## config.mk

```make
export PLATFORM = sky130hd
export DESIGN_NAME = alu_share_ctrl
export DESIGN_NICKNAME = d
export VERILOG_FILES = /design/src/rtl/alu_ctrl_pkg.sv /design/src/rtl/alu_arb2.sv /design/src/rtl/alu_share_ctrl.sv
export SDC_FILE = /design/constraint.sdc
export NUM_CORES = 1
export LEC_CHECK = 0
export BUFFER_PORTS_ARGS = -buffer_cell sky130_fd_sc_hd__buf_2
export CAP_MARGIN = 20
export CORE_MARGIN = 2
export CORE_UTILIZATION = 50
export CTS_BUF_LIST = sky130_fd_sc_hd__clkbuf_4
export CTS_CLUSTER_SIZE = 40
export DETAILED_ROUTE_END_ITERATION = 7
export PLACE_DENSITY = 0.94
export SYNTH_ARGS = -nofsm -noshare
export SYNTH_HDL_FRONTEND = slang
export SYNTH_SLANG_ARGS = --single-unit
```

## constraint.sdc

```tcl
create_clock -name clk -period 1.92 [get_ports clk]
set_input_delay 0.096 -clock clk [delete_from_list [all_inputs] [get_ports clk]]
set_output_delay 0.096 -clock clk [all_outputs]
set_load 0.005 [all_outputs]
```

## src/rtl/alu_ctrl_pkg.sv

```systemverilog
// Shared types and constants for the ALU sharing controller and the ALU it fronts.
// Opcode numbering and flag bit positions must stay in step with the ALU instance.
package alu_ctrl_pkg;

    localparam int WIDTH   = 16;
    localparam int OPW     = 8;
    localparam int NUM_OPS = 22;
    localparam int FLAGW   = 5;

    typedef enum logic [1:0] {
        IDLE = 2'd0,
        EXEC = 2'd1,
        RESP = 2'd2
    } ctrlState_e;

    localparam logic [OPW-1:0] OP_ADD  = 8'd0;
    localparam logic [OPW-1:0] OP_ADC  = 8'd1;
    localparam logic [OPW-1:0] OP_SUB  = 8'd2;
    localparam logic [OPW-1:0] OP_SBC  = 8'd3;
    localparam logic [OPW-1:0] OP_AND  = 8'd4;
    localparam logic [OPW-1:0] OP_OR   = 8'd5;
    localparam logic [OPW-1:0] OP_XOR  = 8'd6;
    localparam logic [OPW-1:0] OP_NOT  = 8'd7;
    localparam logic [OPW-1:0] OP_SHL  = 8'd8;
    localparam logic [OPW-1:0] OP_SHR  = 8'd9;
    localparam logic [OPW-1:0] OP_SAR  = 8'd10;
    localparam logic [OPW-1:0] OP_ROL  = 8'd11;
    localparam logic [OPW-1:0] OP_ROR  = 8'd12;
    localparam logic [OPW-1:0] OP_MOVA = 8'd13;
    localparam logic [OPW-1:0] OP_MOVB = 8'd14;
    localparam logic [OPW-1:0] OP_INC  = 8'd15;
    localparam logic [OPW-1:0] OP_DEC  = 8'd16;
    localparam logic [OPW-1:0] OP_NEG  = 8'd17;
    localparam logic [OPW-1:0] OP_CMP  = 8'd18;
    localparam logic [OPW-1:0] OP_MUL  = 8'd19;
    localparam logic [OPW-1:0] OP_MIN  = 8'd20;
    localparam logic [OPW-1:0] OP_MAX  = 8'd21;

    // Flag vector layout is {C,L,F,Z,N}, MSB first.
    localparam int FLG_N = 0;
    localparam int FLG_Z = 1;
    localparam int FLG_F = 2;
    localparam int FLG_L = 3;
    localparam int FLG_C = 4;

endpackage

```

## src/rtl/alu_arb2.sv

```systemverilog
// Two-way grant logic for the shared ALU: fixed priority to requester 0 by default,
// round-robin when ALU_SHARE_RR_EN is defined.
module alu_arb2 (
    input  logic       clk,
    input  logic       rst_n,
    input  logic [1:0] rqValid,
    input  logic       accept,
    output logic [1:0] grant
);

`ifdef ALU_SHARE_RR_EN
    logic ptr;

    always_comb begin
        grant = rqValid;
        if (rqValid == 2'b11) begin
            grant = ptr ? 2'b10 : 2'b01;
        end
    end

    // After any grant, priority moves to the requester that was not served.
    always_ff @(posedge clk or negedge rst_n) begin
        if (!rst_n) begin
            ptr <= 1'b0;
        end else if (accept) begin
            ptr <= ~grant[1];
        end
    end
`else
    logic unusedArbInputs;
    assign unusedArbInputs = ^{clk, rst_n, accept};

    always_comb begin
        grant = 2'b00;
        if (rqValid[0]) begin
            grant = 2'b01;
        end else if (rqValid[1]) begin
            grant = 2'b10;
        end
    end
`endif

endmodule

```

## src/rtl/alu_share_ctrl.sv

```systemverilog
// Shares one combinational ALU between two requesters: IDLE accepts, EXEC lets the ALU settle,
// RESP holds the tagged response. Arbitration mode follows ALU_SHARE_RR_EN (see alu_arb2).
// Handshakes: a transfer happens on a rising edge where valid and ready are both high;
// a requester must hold its operands while valid and not ready, and may drop valid freely.
module alu_share_ctrl #(
    parameter int WIDTH   = alu_ctrl_pkg::WIDTH,
    parameter int OPW     = alu_ctrl_pkg::OPW,
    parameter int NUM_OPS = alu_ctrl_pkg::NUM_OPS,
    parameter int FLAGW   = alu_ctrl_pkg::FLAGW
) (
    input  logic             clk,
    input  logic             rst_n,
    input  logic [1:0]       rq_valid,
    output logic [1:0]       rq_ready,
    input  logic [WIDTH-1:0] rq0_a,
    input  logic [WIDTH-1:0] rq0_b,
    input  logic [OPW-1:0]   rq0_op,
    input  logic             rq0_cin,
    input  logic [WIDTH-1:0] rq1_a,
    input  logic [WIDTH-1:0] rq1_b,
    input  logic [OPW-1:0]   rq1_op,
    input  logic             rq1_cin,
    output logic [WIDTH-1:0] alu_a,
    output logic [WIDTH-1:0] alu_b,
    output logic [OPW-1:0]   alu_op,
    output logic             alu_cin,
    input  logic [WIDTH-1:0] alu_result,
    input  logic [FLAGW-1:0] alu_flags,
    output logic             rsp_valid,
    input  logic             rsp_ready,
    output logic             rsp_id,
    output logic [WIDTH-1:0] rsp_result,
    output logic [FLAGW-1:0] rsp_flags,
    output logic             rsp_err
);
    import alu_ctrl_pkg::*;

    ctrlState_e       state, nextState;
    logic [1:0]       grant;
    logic             accept;
    logic             selId;
    logic [WIDTH-1:0] selA, selB;
    logic [OPW-1:0]   selOp;
    logic             selCin;
    logic             selLegal;
    logic             idReg;
    logic             errReg;

    alu_arb2 uArb (
        .clk     (clk),
        .rst_n   (rst_n),
        .rqValid (rq_valid),
        .accept  (accept),
        .grant   (grant)
    );

    assign rq_ready = (state == IDLE) ? grant : 2'b00;
    assign accept   = |(rq_valid & rq_ready);

    assign selId    = grant[1];
    assign selA     = selId ? rq1_a   : rq0_a;
    assign selB     = selId ? rq1_b   : rq0_b;
    assign selOp    = selId ? rq1_op  : rq0_op;
    assign selCin   = selId ? rq1_cin : rq0_cin;
    assign selLegal = (selOp < OPW'(NUM_OPS));

    always_ff @(posedge clk or negedge rst_n) begin
        if (!rst_n) begin
            state <= IDLE;
        end else begin
            state <= nextState;
        end
    end

    always_comb begin
        nextState = state;
        case (state)
            IDLE:    if (accept) nextState = EXEC;
            EXEC:    nextState = RESP;
            RESP:    if (rsp_ready) nextState = IDLE;
            default: nextState = IDLE;
        endcase
    end

    // ALU pins only change on accept so the ALU sees no activity while idle.
    always_ff @(posedge clk or negedge rst_n) begin
        if (!rst_n) begin
            alu_a      <= '0;
            alu_b      <= '0;
            alu_op     <= '0;
            alu_cin    <= 1'b0;
            idReg      <= 1'b0;
            errReg     <= 1'b0;
            rsp_valid  <= 1'b0;
            rsp_id     <= 1'b0;
            rsp_result <= '0;
            rsp_flags  <= '0;
            rsp_err    <= 1'b0;
        end else begin
            if (accept) begin
                alu_a   <= selA;
                alu_b   <= selB;
                alu_op  <= selLegal ? selOp : '0;
                alu_cin <= selCin;
                idReg   <= selId;
                errReg  <= ~selLegal;
            end
            if (state == EXEC) begin
                rsp_valid  <= 1'b1;
                rsp_id     <= idReg;
                rsp_err    <= errReg;
                rsp_result <= errReg ? '0 : alu_result;
                rsp_flags  <= errReg ? '0 : alu_flags;
            end else if ((state == RESP) && rsp_ready) begin
                rsp_valid <= 1'b0;
            end
        end
    end

endmodule

```

# Word level (Yosys, flattened, before mapping)
# Cells that the tools add are included.
[word_totals] out_inout_bits=67 n_memories=0 latchBits=0 ff_bits=69 word_cells=39 mem_bits_rw=0 rom_bits=0
[classes] n_reduce_logical=5 n_shift=0 order_cmp=1 n_eq_ne=4 div_mod_pow=0 n_addsub=0 n_bitwise=2 mux=15 mul=0
[op_table] operator="2-to-1 mux 16 bit" count=3
[op_table] operator="2-to-1 mux 8 bit" count=2
[op_table] operator="2-to-1 mux 2 bit" count=5
[op_table] operator="< comparator 8 x 5 -> 1 bit, second input constant" count=1
[op_table] operator="case mux 2 bit (3 select lines)" count=1
[op_table] operator="2-to-1 mux 5 bit" count=1
[op_table] operator="inequality test 2 bit, second input constant" count=2
[op_table] operator="2-to-1 mux 1 bit" count=3
[op_table] operator="bitwise AND 2 bit" count=1
[op_table] operator="equality test 2 x 1 -> 1 bit, second input constant" count=1
[op_table] operator="equality test 2 bit, second input constant" count=1
[op_table] operator="zero test 2 bit" count=1
[op_table] operator="AND reduction 2 bit" count=1
[op_table] operator="nonzero test 2 bit" count=1
[op_table] operator="OR reduction 2 bit" count=1
[op_table] operator="logical AND 1 bit" count=1
[op_table] operator="inverter 1 bit" count=1

# Logic depth before layout (Yosys ltp)
[depth] depth_word=7 mapped_depth=5

# Cells and area by module
# From an unflattened synthesis, not the netlist that was laid out.
[hier_totals] cells_unflattened=297 hier_area_um2=3093.0
[modules_own_cells] module="alu_share_ctrl" instances=1 area_per_inst_um2=3071.7 cells_per_inst=295
[modules_own_cells] module="alu_arb2" instances=1 area_per_inst_um2=21.3 cells_per_inst=2

# Least setup slack after synthesis
# No wires, ideal clock.
[synth_timing] path_kind="register to register" startpoint="reg state[1]" endpoint="reg alu_op[4]" t_arrival_ps=1138 setup_slack_ps=649 stages_incl_launch_ff=5 path_buffers=1 setup_ps=133 path_cell_list="dfrtp_1 or2_1 clkbuf_1 o21ai_0 o41ai_2"
[synth_between] elab_chain_len=4
[synth_rtl] item="start: declaration" line="alu_share_ctrl.sv:38" text="ctrlState_e state, nextState;"
[synth_rtl] item="start signal: assignment" line="alu_share_ctrl.sv:71" text="state <= nextState;"
[synth_rtl] item="zero test 2 bit" line="alu_share_ctrl.sv:57" text="assign rq_ready = (state == IDLE) ? grant : 2'b00;"
[synth_rtl] item="2-to-1 mux 2 bit" line="alu_share_ctrl.sv:57"
[synth_rtl] item="bitwise AND 2 bit" line="alu_share_ctrl.sv:58" text="assign accept = |(rq_valid & rq_ready);"
[synth_rtl] item="OR reduction 2 bit" line="alu_share_ctrl.sv:58"
[synth_rtl] item="end signal: assignment" line="alu_share_ctrl.sv:103" text="alu_op <= selLegal ? selOp : '0;"
[synth_rtl] item="end: declaration" line="alu_share_ctrl.sv:25" text="output logic [OPW-1:0] alu_op,"
# No other way between the ends.
# A chain may end at the register's enable or synchronous reset.

# Worst setup path after layout
[layout_timing] startpoint="reg state[1]" endpoint="out rq_ready[1]"
[layout_between] elab_chain_len=2
[layout_rtl] item="zero test 2 bit" line="alu_share_ctrl.sv:57"
[layout_rtl] item="2-to-1 mux 2 bit" line="alu_share_ctrl.sv:57"
[layout_rtl] item="end: declaration" line="alu_share_ctrl.sv:14" text="output logic [1:0] rq_ready,"
# No other way between the ends.

==> impl_metrics.yaml <==
finish:
  n_fill_cell: 363
  drive_gt1_share_pct: 36.7
  seq_area_sq_mm: 0.00173
  area_growth_pct: 61.1
  final_cells: 638
  multi_input_area_sq_mm: 0.00133
  n_antenna_cell: 0
  nets: 664
yosys:
  yosysSeqAreaShare_pct: 54.2
  ys_seq_elements: 69
  yosys.cell_count.top_type: "dfrtp_1"
  async_flop_share_pct: 100
  syn_area_per_cell_sq_um: 10.4
  ys_types: 33
  syn_inst: 305
  syn_nets: 413
  synth_edf_count: 0
  ys_top_cells_by_area: "dfrtp_1 (54%), mux2i_1 (11%), o21ai_0 (10%), o21ai_1 (4.6%), nand2b_1 (4.3%)"
  syn_area_sq_mm: 0.00318
  ys_warn_count: 0
  synth_top_area_share_pct: 54.2
  synth_area_leader_cell: "dfrtp_1"
  netlist_top_cells_count: "dfrtp_1 (69), o21ai_0 (66), mux2i_1 (36), o21ai_1 (29), nand2_1 (24)"
  synth-main-ff-cell: "dfrtp_1"
sta:
  finalCritPeriodShare_pct: 93.2
  whs_ns: 0.0207
  fmax_mhz: 559
  hold_viol_final: 0
  fin_crit_ns: 1.79
  rsz0062_at_grt: "false"
  setup_violations: 0
  fin_setup_tns_ns: 0
  fin_ws_ns: 0.130
  slew_headroom_pct: 48.9
  slew_viol_final: 0
  worst_slew_pin_slew_ns: 0.766
  finClkSkew_ns: 0.0241
global_routing:
  grt_usage_pct: 32.7
  grt_pass1_wl_um: 18200
  grt_overflow: 0
  grt_max_degree: 43
  grt_pass1_vias: 3755
  antenna_found_initial: 0
clock_tree:
  clk_pin_slew_ns: 0.13
  insertion_delay_ns: 0.39
  clockRootBuffer: "clkbuf_4"
  post_cts_buffers: 0
  cts.sinks: 69
  cts_buffers: 9
  cts_tree: "done"
  h-tree-depth: 3
  cts_max_path_buffers: 2
setup_path:
  crit_path_start: "state[1]"
  r2r-end: "rsp_result[2]"
  regToRegSetupSlack_ns: 0.33
  r2r-start: "state[1]"
  rr_worst_depth: 4
  crit_fanout: 29
  cp-start-kind: "flop"
  cp.arrival_ns: 1.69
  critical_path_class: "reg -> out"
  critPathCapture: "rq_ready[1]"
  crit_path_end_kind: "primary output"
  required_ns: 1.82
place:
  dp_worst_setup_slack_ns: 0.330
  portBuffers: 174
  dp_hpwl_um: 6290
  place_inst: 539
  gp_routability_congestion: 0.799
die:
  start_util_pct: 51.0
  die-area_sq_mm: 0.00702
  coreArea_sq_mm: 0.00624
  ios: 175
  die_x_um: 83.8
  rows: 29
  die_y_um: 83.8
detailed_routing:
  vias_per_cell: 5.50
  via_count: 3510
  drt_iter0_drc: 161
  drt_pre_antenna_iters: 4
  ant_nets: 0
  drt_wl_total_um: 11000
  drc_errors: 0
  routedWlPerCell_um: 17.3
outcome:
  status: "complete, no violations"
pwr:
  irDropWorstVdd_v: 0.000891
  power.leakage_nw: 2.67
  power_density_mw_per_mm2: 1140
run:
  maxCapViolCount: 0
worst_hold_path:
  min_path_type: "in -> reg"
==> through the flow <==
stage	utilization (%)	area, sq um	total power, W
floorplan	-	3180	0.00338
global placement	65.8	4110	0.00423
detailed placement	65.8	4110	0.00435
CTS	82.1	5130	0.00570
global route	82.2	5130	0.00620
finish	82.2	5130	0.00583
==> layout make-up <==
class / instances / area share [%]
inverter: 4 / 0.293
sequential: 69 / 33.7
multi-input combinational: 209 / 25.9
clock buffer: 9 / 1.32
tap: 77 / 1.88
clock inverter: 7 / 2.37
timing repair buffer: 263 / 34.5
==> metal layers <==
metal	vias to the layer above	global-route usage, %	wire length [um]
li1	1579	-	-
met5	-	0	0
met4	0	13.3	324
met2	202	57.7	5890
met1	1696	38.6	4080
met3	33	6.92	747
==> flip-flops by register name, summed over array words and instances, names as in the netlist <==
| name | cells |
|---|---|
| rsp_flags | 5 |
| rsp_valid | 1 |
| rsp_id | 1 |
| alu_cin | 1 |
| rsp_err | 1 |
| state | 2 |
| errReg | 1 |
| idReg | 1 |
| alu_b | 16 |
| rsp_result | 16 |
| alu_a | 16 |
| alu_op | 8 |
==> worst max-delay path: stages (launching register included) <==
cell	delay, ns
dfrtp_1	0.45
or2_4	0.33
buf_4	0.23
nor2_1	0.15
buf_2	0.13
==> report_power, final <==
group / leakage, nW / internal [W] / total (W) / switching (W)
clock: 0.100 / 0.000666 / 0.00122 / 0.000556
sequential: 0.883 / 0.00202 / 0.00239 / 0.000371
combinational: 1.69 / 0.00101 / 0.00221 / 0.00120
==> layout by cell type (no fill, tap or decap), drive strengths merged <==
cell	Yosys	final
o21bai	1	1
inv	4	5
a21oi	3	3
o41ai	4	4
mux2	1	1
nor2	5	5
or2	1	1
nor3	2	2
nand2b	23	23
dfrtp	69	69
o22ai	1	1
bufinv	0	3
clkinv	0	3
and2b	1	1
nand2	24	24
and2	4	4
nand3b	1	1
a21boi	1	1
o31ai	1	1
and4bb	1	1
o31a	1	1
buf	11	180
clkbuf	12	9
mux2i	37	37
o21ai	95	95
dlygate4sd3	0	83
o32ai	1	1
a31oi	1	1
==> repair_timing <==
item,4_1_cts,5_1_grt
hold buffers,83,0
resized for setup,0,1
endpoints found under the setup margin,0,1
hold endpoints to repair,80,0
==> worst min-delay path by stage <==
stage | cells after the start | to | slack (ns) | start
2_1_floorplan | 0 | alu_a[0] | -0.20 | rst_n
3_3_place_gp | 1 | rsp_result[9] | 0.13 | rst_n
3_5_place_dp | 1 | rsp_result[9] | 0.15 | rst_n
4_1_cts | 3 | alu_b[4] | 0.003 | rq0_b[4]
5_1_grt | 3 | alu_b[4] | 0.009 | rq0_b[4]
6_report | 3 | alu_b[4] | 0.02 | rq0_b[4]
==> kinds of logic (layout without fill, tap and decap cells) <==
kind of cell / Yosys count / count (layout) / share of synthesized area [%]
multiplexers: 38 / 38 / 12.1
flip-flops: 69 / 69 / 54.2
buffers and inverters: 27 / 283 / 4.28
AND/OR/NAND/NOR: 62 / 62 / 10.4
AO/OA/AOI/OAI: 109 / 109 / 19.0
Power figures use the tool's default switching activity.
